<file path="config.mk">
export PLATFORM = sky130hd
export DESIGN_NAME = inta_sequencer
export DESIGN_NICKNAME = d
export VERILOG_FILES = /design/src/rtl/inta_sequencer.sv
export SDC_FILE = /design/constraint.sdc
export NUM_CORES = 1
export LEC_CHECK = 0
export ABC_CLOCK_PERIOD_IN_PS = 1410
export CAP_MARGIN = 40
export CORE_MARGIN = 2
export CORE_UTILIZATION = 55
export CTS_CLUSTER_SIZE = 40
export DETAILED_ROUTE_END_ITERATION = 16
export DONT_BUFFER_PORTS = 1
export GPL_TIMING_DRIVEN = 0
export PLACE_DENSITY = 0.73
export SLEW_MARGIN = 5
export SYNTH_ARGS = -nofsm -noshare
export SYNTH_HDL_FRONTEND = slang
export SYNTH_SLANG_ARGS = --single-unit
</file>
<file path="constraint.sdc">
create_clock -name clk -period 1.41 [get_ports clk]
set_input_delay 0.282 -clock clk [delete_from_list [all_inputs] [get_ports clk]]
set_output_delay 0.282 -clock clk [all_outputs]
set_load 0.005 [all_outputs]
</file>
<file path="src/rtl/inta_sequencer.sv">
`default_nettype none
// ============================================================================
// Module      : inta_sequencer
// Description : 8259-style interrupt-acknowledge sequencer. It synchronizes the
//               CPU INTAn strobe and walks the two-pulse acknowledge cycle.
//               Along the way it issues ISR/IRR update pulses, drives the
//               cascade bus (master) or matches the cascade ID (slave), and
//               puts the vector byte on the data bus during the second pulse.
// Revision    : 1.0 - initial release
// ============================================================================
module inta_sequencer #(
  parameter int SYNC_STAGES = 2
) (
  input  logic       clk,
  input  logic       rst_n,
  input  logic       INTAn,
  input  logic       int_req,
  input  logic [2:0] ir_id,
  input  logic       SPENn,
  input  logic [7:0] slave_mask,
  input  logic [2:0] slave_id,
  input  logic [4:0] vector_base,
  input  logic [2:0] cas_in,
  output logic       INT,
  output logic [2:0] cas_out,
  output logic       cas_oe,
  output logic [7:0] data_out,
  output logic       data_oe,
  output logic [7:0] isr_set,
  output logic [7:0] irr_clr,
  output logic       ack_done
);

  typedef enum logic [2:0] {
    S_IDLE   = 3'd0,
    S_ARMED  = 3'd1,
    S_ACK1   = 3'd2,
    S_GAP    = 3'd3,
    S_ACK2   = 3'd4,
    S_FINISH = 3'd5
  } state_t;

  state_t                 r_state;
  state_t                 w_state_next;
  logic [SYNC_STAGES-1:0] r_inta_sync;
  logic                   r_inta_prev;
  logic                   w_inta_s;
  logic                   w_fall;
  logic                   w_rise;
  logic                   w_take;
  logic [2:0]             w_lvl_new;
  logic [2:0]             r_lvl;
  logic                   r_spurious;
  logic                   r_cascaded;
  logic                   r_master;
  logic [2:0]             r_slave_id;
  logic                   r_match;
  logic                   r_ack1_first;
  logic                   w_cas_phase;
  logic                   w_owner;

  // INTAn is asynchronous; the synchronizer idles high (strobe inactive).
  always_ff @(posedge clk or negedge rst_n) begin
    if (!rst_n) begin
      r_inta_sync <= '1;
      r_inta_prev <= 1'b1;
    end else begin
      r_inta_sync <= {r_inta_sync[SYNC_STAGES-2:0], INTAn};
      r_inta_prev <= w_inta_s;
    end
  end

  assign w_inta_s  = r_inta_sync[SYNC_STAGES-1];
  assign w_fall    = r_inta_prev & ~w_inta_s;
  assign w_rise    = ~r_inta_prev & w_inta_s;
  assign w_take    = (r_state == S_ARMED) && w_fall;
  // A request that vanished by the first strobe is answered as level 7.
  assign w_lvl_new = int_req ? ir_id : 3'd7;

  // State register.
  always_ff @(posedge clk or negedge rst_n) begin
    if (!rst_n) r_state <= S_IDLE;
    else        r_state <= w_state_next;
  end

  // Next-state logic; the strobe fall wins over a simultaneous int_req drop.
  always_comb begin
    w_state_next = r_state;
    case (r_state)
      S_IDLE:   if (int_req) w_state_next = S_ARMED;
      S_ARMED: begin
        if (w_fall)        w_state_next = S_ACK1;
        else if (!int_req) w_state_next = S_IDLE;
      end
      S_ACK1:   if (w_rise) w_state_next = S_GAP;
      S_GAP:    if (w_fall) w_state_next = S_ACK2;
      S_ACK2:   if (w_rise) w_state_next = S_FINISH;
      S_FINISH: w_state_next = S_IDLE;
      default:  w_state_next = S_IDLE;
    endcase
  end

  // Sequence context: level, mode and cascade info frozen at ACK1 entry.
  always_ff @(posedge clk or negedge rst_n) begin
    if (!rst_n) begin
      r_lvl        <= 3'd0;
      r_spurious   <= 1'b0;
      r_cascaded   <= 1'b0;
      r_master     <= 1'b0;
      r_slave_id   <= 3'd0;
      r_match      <= 1'b0;
      r_ack1_first <= 1'b0;
    end else begin
      r_ack1_first <= w_take;
      if (w_take) begin
        r_lvl      <= w_lvl_new;
        r_spurious <= ~int_req;
        r_master   <= SPENn;
        r_cascaded <= SPENn & slave_mask[w_lvl_new];
        r_slave_id <= slave_id;
        r_match    <= 1'b0;
      end
      if ((r_state == S_ACK1) && w_rise) begin
        r_match <= (cas_in == r_slave_id);
      end
    end
  end

  assign w_cas_phase = (r_state == S_ACK1) || (r_state == S_GAP) ||
                       (r_state == S_ACK2) || (r_state == S_FINISH);
  assign w_owner     = (r_state == S_ACK2) &&
                       ((r_master && !r_cascaded) || (!r_master && r_match));

  assign INT      = (r_state == S_ARMED) || (r_state == S_ACK1) || (r_state == S_GAP);
  assign cas_oe   = w_cas_phase && r_master && r_cascaded;
  assign cas_out  = cas_oe ? r_lvl : 3'd0;
  assign data_oe  = w_owner;
  assign data_out = w_owner ? {vector_base, r_lvl} : 8'h00;
  assign isr_set  = (r_ack1_first && !r_spurious) ? (8'd1 << r_lvl) : 8'd0;
  assign irr_clr  = isr_set;
  assign ack_done = (r_state == S_FINISH);

endmodule
`default_nettype wire

</file>
==> flow_summary.ini, run 1 <==
[status]
status = finished with violations
violations = setup timing

[worst_setup_path]
critPathMaxStageDelay_ps = 460
crit_path_end_kind = primary output
worstPathCellList = or3b_4 -> nor2_2 -> buf_4
crit_path_start_kind = register
crit_slowest_cell = or3b_4
worstReg2RegStart = r_inta_prev
cp_max_fo = 4
path_class = reg -> out
worst_ep_arrival_time_ps = 1470
setup.worst_path.end = isr_set[1]
critical-path-top-delay-family = simple AND/OR/NAND/NOR gates
r2r-end = r_lvl[0]
r2r_slack_ps = -170
crit_buf_inv = 1
crit_start = r_lvl[1]
cp.depth = 3
critPathRequiredTime_ps = 1130
reg2reg_depth = 6

[grt]
grt_pass1_wl_um = 3840
gr-usage-all-layers = 0.244
grt_max_degree = 18
grt_overflow_total = 0
antenna_found_initial = 0
grt_pass1_vias = 900

[synth]
ys_seq_area_frac = 0.412
async_reset_ff_frac = 1.00
synth.avg_cell_area_sq_um = 9.14
yosys_warnings = 0
synthFlopType = dfrtp_1
synth_edf_count = 0
synth_cells = 114
syn-num-nets = 141
synth_area_sq_mm = 0.00104
synth.distinct_cells = 37
ys_ff_latch = 17

[placement]
pre_cts_ws_ps = -162
gp_congestion = 0.707
hpwl_um = 1630
place_area_sq_mm = 0.00109
portBuffers = 0

[power]
ir_worst_vdd_mv = 1.08
power.density_mw_per_mm2 = 1670
p_leak_nw = 0.717

[routing]
vias = 999
first_pass_iters = 4
drc = 0
via_per_inst = 5.84
antenna_left = 0
wl_per_cell_um = 18.9
finalWirelength_um = 3230
drtIter0Drc = 21

[min_path]
hp-class = in -> reg

[final_layout]
final_nets = 174
fill_cells = 73
final_cell_mix = 25 x buf_4, 10 x nand2_2, 9 x and2_4, 9 x dfrtp_1
area_delta_synth_final_pct = 52.0
num_antenna_cells = 0
mostFrequentLayoutCell = buf_4
drive_above_1_share = 0.664
final_cell_area_sq_mm = 0.00158

[run]
cap_violations = 0

[sta]
whs_ps = 55.5
setup-violations-final = 39
slew_violations = 0
worstMarginPinSlew_ps = 775
rsz0062_at_grt = true
fin_worst_skew_ps = 8.08
final.min_clock_period_ps = 1750
maxSlewHeadroom = 0.482
hold_viol_final = 0
fin_setup_tns_ps = -6440
timing.final.crit_share = 1.24
max_freq_ghz = 0.570
finalWorstSetupSlack_ps = -344

[clock_network]
cts_buffer_depth = 2
cts_tree = done
root_buffer = clkbuf_4
clk_pin_slew_ps = 90
clock-sinks = 17
tritoncts.num_buffers = 3
htree_levels = 1
clk_latency_ps = 300

[floorplanning]
ios = 58
die_h_um = 47.5
core_area_sq_mm = 0.00175
start_util = 0.597
die_x_um = 47.5
dieArea_sq_mm = 0.00226
fp-row-count = 15
## flip-flops by register name (all words and copies together), names as in the netlist
signal / count
r_slave_id: 3
r_lvl: 3
r_cascaded: 1
r_inta_sync: 2
r_ack1_first: 1
r_state: 3
r_match: 1
r_spurious: 1
r_master: 1
r_inta_prev: 1
## how the worst min path moves through the flow
stage | start | end | slack (ps) | depth (start not counted)
global route | int_req | r_spurious | 40 | 1
detailed placement | rst_n | r_slave_id[2] | -10 | 0
CTS | int_req | r_spurious | 60 | 1
floorplan | rst_n | r_ack1_first | -10 | 0
global placement | rst_n | r_slave_id[0] | -10 | 0
finish | int_req | r_spurious | 60 | 1
## what timing repair did
item	in CTS	in global routing
endpoints found under the setup margin	38	40
endpoints found under the hold margin	18	0
hold buffers	2	0
pin swaps	18	16
setup buffers	16	8
resized for setup	43	22
gates cloned	2	0
## report_power, final
group / total [W] / internal, W / switching (W)
Sequential: 0.000936 / 0.000689 / 0.000247
Clock: 0.000266 / 0.000110 / 0.000156
Combinational: 0.00144 / 0.000717 / 0.000719
## area by class of cell
cell class / instances / area [sq um] / share of cell area
Sequential cell: 17 / 435 / 0.275
Timing Repair Buffer: 27 / 250 / 0.158
Multi-Input combinational cell: 85 / 733 / 0.463
Tap cell: 25 / 31.3 / 0.0197
Buffer: 10 / 83.8 / 0.0529
Clock buffer: 4 / 26.3 / 0.0166
Inverter: 3 / 23.8 / 0.0150
## routing by layer
| layer | part of all wire | up-vias | global-route usage |
|---|---|---|---|
| met4 | 0.039 | 0 | 0.0703 |
| met1 | 0.37 | 471 | 0.289 |
| met2 | 0.51 | 73 | 0.457 |
| met5 | 0 | - | 0 |
| li1 | - | 441 | - |
| met3 | 0.077 | 14 | 0.0340 |
## Yosys cell counts, types with 2 or more instances
| master | instances | area [sq um] |
|---|---|---|
| nand2b_1 | 4 | 25.0 |
| o21ai_1 | 2 | 10.0 |
| nand2_1 | 20 | 75.1 |
| nor2_1 | 11 | 41.3 |
| nor2b_1 | 2 | 12.5 |
| nand2_2 | 2 | 12.5 |
| nand3b_1 | 2 | 15.0 |
| o21ai_0 | 3 | 15.0 |
| mux2i_1 | 3 | 30.0 |
| nor3_1 | 2 | 10.0 |
| and2_1 | 11 | 68.8 |
| dfrtp_1 | 14 | 350 |
| dfstp_2 | 3 | 78.8 |
| inv_1 | 2 | 7.51 |
| buf_4 | 8 | 60.1 |
| xor2_1 | 4 | 35.0 |
## stage by stage
step | total power [W] | std cells | utilization
after global routing | 0.00277 | 171 | 0.908
after detailed placement | 0.00148 | 139 | 0.626
after global placement | 0.00144 | 139 | 0.626
after CTS | 0.00227 | 163 | 0.823
after floorplan | 0.00134 | 114 | -
final | 0.00264 | 171 | 0.908
## cells by family (layout without fill, tap and decap cells)
logic type	after synthesis	after routing	share of synthesized area
AO/OA/AOI/OAI	15	15	0.115
flip-flops	17	17	0.412
multiplexers	3	3	0.0288
XOR/XNOR	4	4	0.0336
AND/OR/NAND/NOR	62	63	0.322
buffers and inverters	13	44	0.0888
(Power assumes the default switching activity.)
==> inputs of run 2 (changes only) <==
Settings changed: ABC_CLOCK_PERIOD_IN_PS 1410 to 2100, PLACE_DENSITY 0.73 to 0.7.
Clock period 1.41 ns to 2.1 ns, I/O delays scaled along.
==> run 2 against run 1 <==
Compared with the run above: the flow now finishes without violations; count of clock-buffer cells in the layout shrank 1; flip-flop and latch count unchanged; first-iteration DRC count is 4.8% lower; via count fell by 21%; critical path depth unchanged; wire length fell by 40%; highest routed layer unchanged; sequential power decreased by 36%; setup slack gained 430 ps; critical endpoint is now isr_set[5]; final cell count decreased by 16%.
==> flow_summary.ini, run 2 (synthesized netlist as in run 1, its figures left out) <==
[clock_network]
clock-sinks = 17
htree_levels = 1
cts_tree = done
root_buffer = clkbuf_4
tritoncts.num_buffers = 3
clk_latency_ps = 300
cts_buffer_depth = 2
post_cts_buffers = 0
clk_pin_slew_ps = 110

[sta]
finalWorstSetupSlack_ps = 87.6
slew_violations = 0
fin_worst_skew_ps = 9.15
rsz0062_at_grt = true
whs_ps = 106
fin_setup_tns_ps = 0
setup-violations-final = 0
timing.final.crit_share = 0.958
maxSlewHeadroom = 0.513
max_freq_ghz = 0.497
final.min_clock_period_ps = 2010
hold_viol_final = 0
worstMarginPinSlew_ps = 728

[routing]
finalWirelength_um = 1940
wl_per_cell_um = 13.5
via_per_inst = 5.49
drtIter0Drc = 20
first_pass_iters = 4
antenna_left = 0
drc = 0
vias = 791

[worst_setup_path]
cp_max_fo = 5
crit_slowest_cell = or3b_2
worst_ep_arrival_time_ps = 1590
critPathRequiredTime_ps = 1680
crit_buf_inv = 1
critPathMaxStageDelay_ps = 540
crit_path_end_kind = primary output
critical-path-top-delay-family = simple AND/OR/NAND/NOR gates
worstPathCellList = or3b_2 -> nor2_1 -> buf_4
crit_path_start_kind = register
path_class = reg -> out

[floorplanning]
dieArea_sq_mm = 0.00226
start_util = 0.597
ios = 58
die_h_um = 47.5
fp-row-count = 15
core_area_sq_mm = 0.00175
die_x_um = 47.5

[final_layout]
drive_above_1_share = 0.261
num_antenna_cells = 0
reg_top3 = r_lvl: 3 flops, r_slave_id: 3 flops, r_state: 3 flops
area_delta_synth_final_pct = 7.32
fill_cells = 161
mostFrequentLayoutCell = nand2_1
final_nets = 147
final_cell_mix = 20 x nand2_1, 14 x dfrtp_1, 11 x and2_1
layout.cells.non_filler = 144

[min_path]
hp-class = in -> reg

[grt]
grt_pass1_wl_um = 2950
grt_overflow_total = 0
grtUsageMet1 = 0.261
antenna_found_initial = 0
grt_pass1_vias = 672
gr-usage-all-layers = 0.188
grt.met2_usage = 0.278
met3_usage = 0.0377
grt_max_degree = 18
grt_most_used_layer = met2

[placement]
dp_cells = 139
hpwl_um = 1510
portBuffers = 0
gp_congestion = 0.749
pre_cts_ws_ps = 301

[status]
status = finished clean

[power]
p_leak_nw = 0.514
p_comb_frac = 0.324
switchingPower_w = 0.000447
p_seq_frac = 0.521
power_w = 0.00114
internal_power_w = 0.000696
ir_worst_vdd_mv = 0.738
clkPwrFrac = 0.155
swShare = 0.391
power.density_mw_per_mm2 = 1020

[run]
cap_violations = 0
run 2: cell types whose count changed in the layout (fill, tap and decap cells not counted), moves of 7 or more:
cell / change
and2_1: +9
and2_4: -9
buf_4: -17
nand2_1: +13
nand2_2: -8
nor2_1: +7
run 2: timing repair:
item                                    CTS  global route
gates resized for setup                   1             1
hold buffers                              1             0
endpoints found under the hold margin    17             0
cloned                                    0             0
endpoints found under the setup margin    1             9
run 2: through the flow:
step	util	cell area [sq um]
after detailed placement	0.615	1070
after CTS	0.639	1120
final	0.641	1120
after global placement	0.615	1070
after floorplan	-	1040
after global routing	0.641	1120
run 2: worst paths after layout:
check,start,endpoint,slack [ps],depth (start not counted)
max,r_lvl[1],isr_set[5],90,3
min,INTAn,r_inta_sync[0],110,0
max reg2reg,r_inta_sync[1],r_match,640,3
min reg2reg,r_inta_sync[0],r_inta_sync[1],360,0
max in group asynchronous,rst_n,r_lvl[0],1020,1
min in group asynchronous,rst_n,r_state[2],610,1
run 2: area by class of cell:
cell class | instances | area [sq um] | share of cell area
multi-input cells | 84 | 528 | 0.472
clock inverters | 1 | 5.00 | 0.00447
repair buffers | 1 | 10.0 | 0.00895
plain buffers | 10 | 76.3 | 0.0682
clock buffers | 3 | 22.5 | 0.0201
inverters | 3 | 16.3 | 0.0145
flip-flops and latches | 17 | 429 | 0.384
well taps | 25 | 31.3 | 0.0280
run 2: routing by layer:
metal	up-vias	routed length [um]
li1	384	-
met1	356	876
met2	47	854
met3	4	177
met4	0	31
met5	-	0
run 2: power groups by stage:
stage / Sequential, W / Combinational (W) / Clock (W)
6_report: 0.000596 / 0.000370 / 0.000177
5_1_grt: 0.000621 / 0.000425 / 0.000193
4_1_cts: 0.000598 / 0.000372 / 0.000184
3_5_place_dp: 0.000602 / 0.000361 / 0
3_3_place_gp: 0.000592 / 0.000352 / 0
2_1_floorplan: 0.000563 / 0.000316 / 0
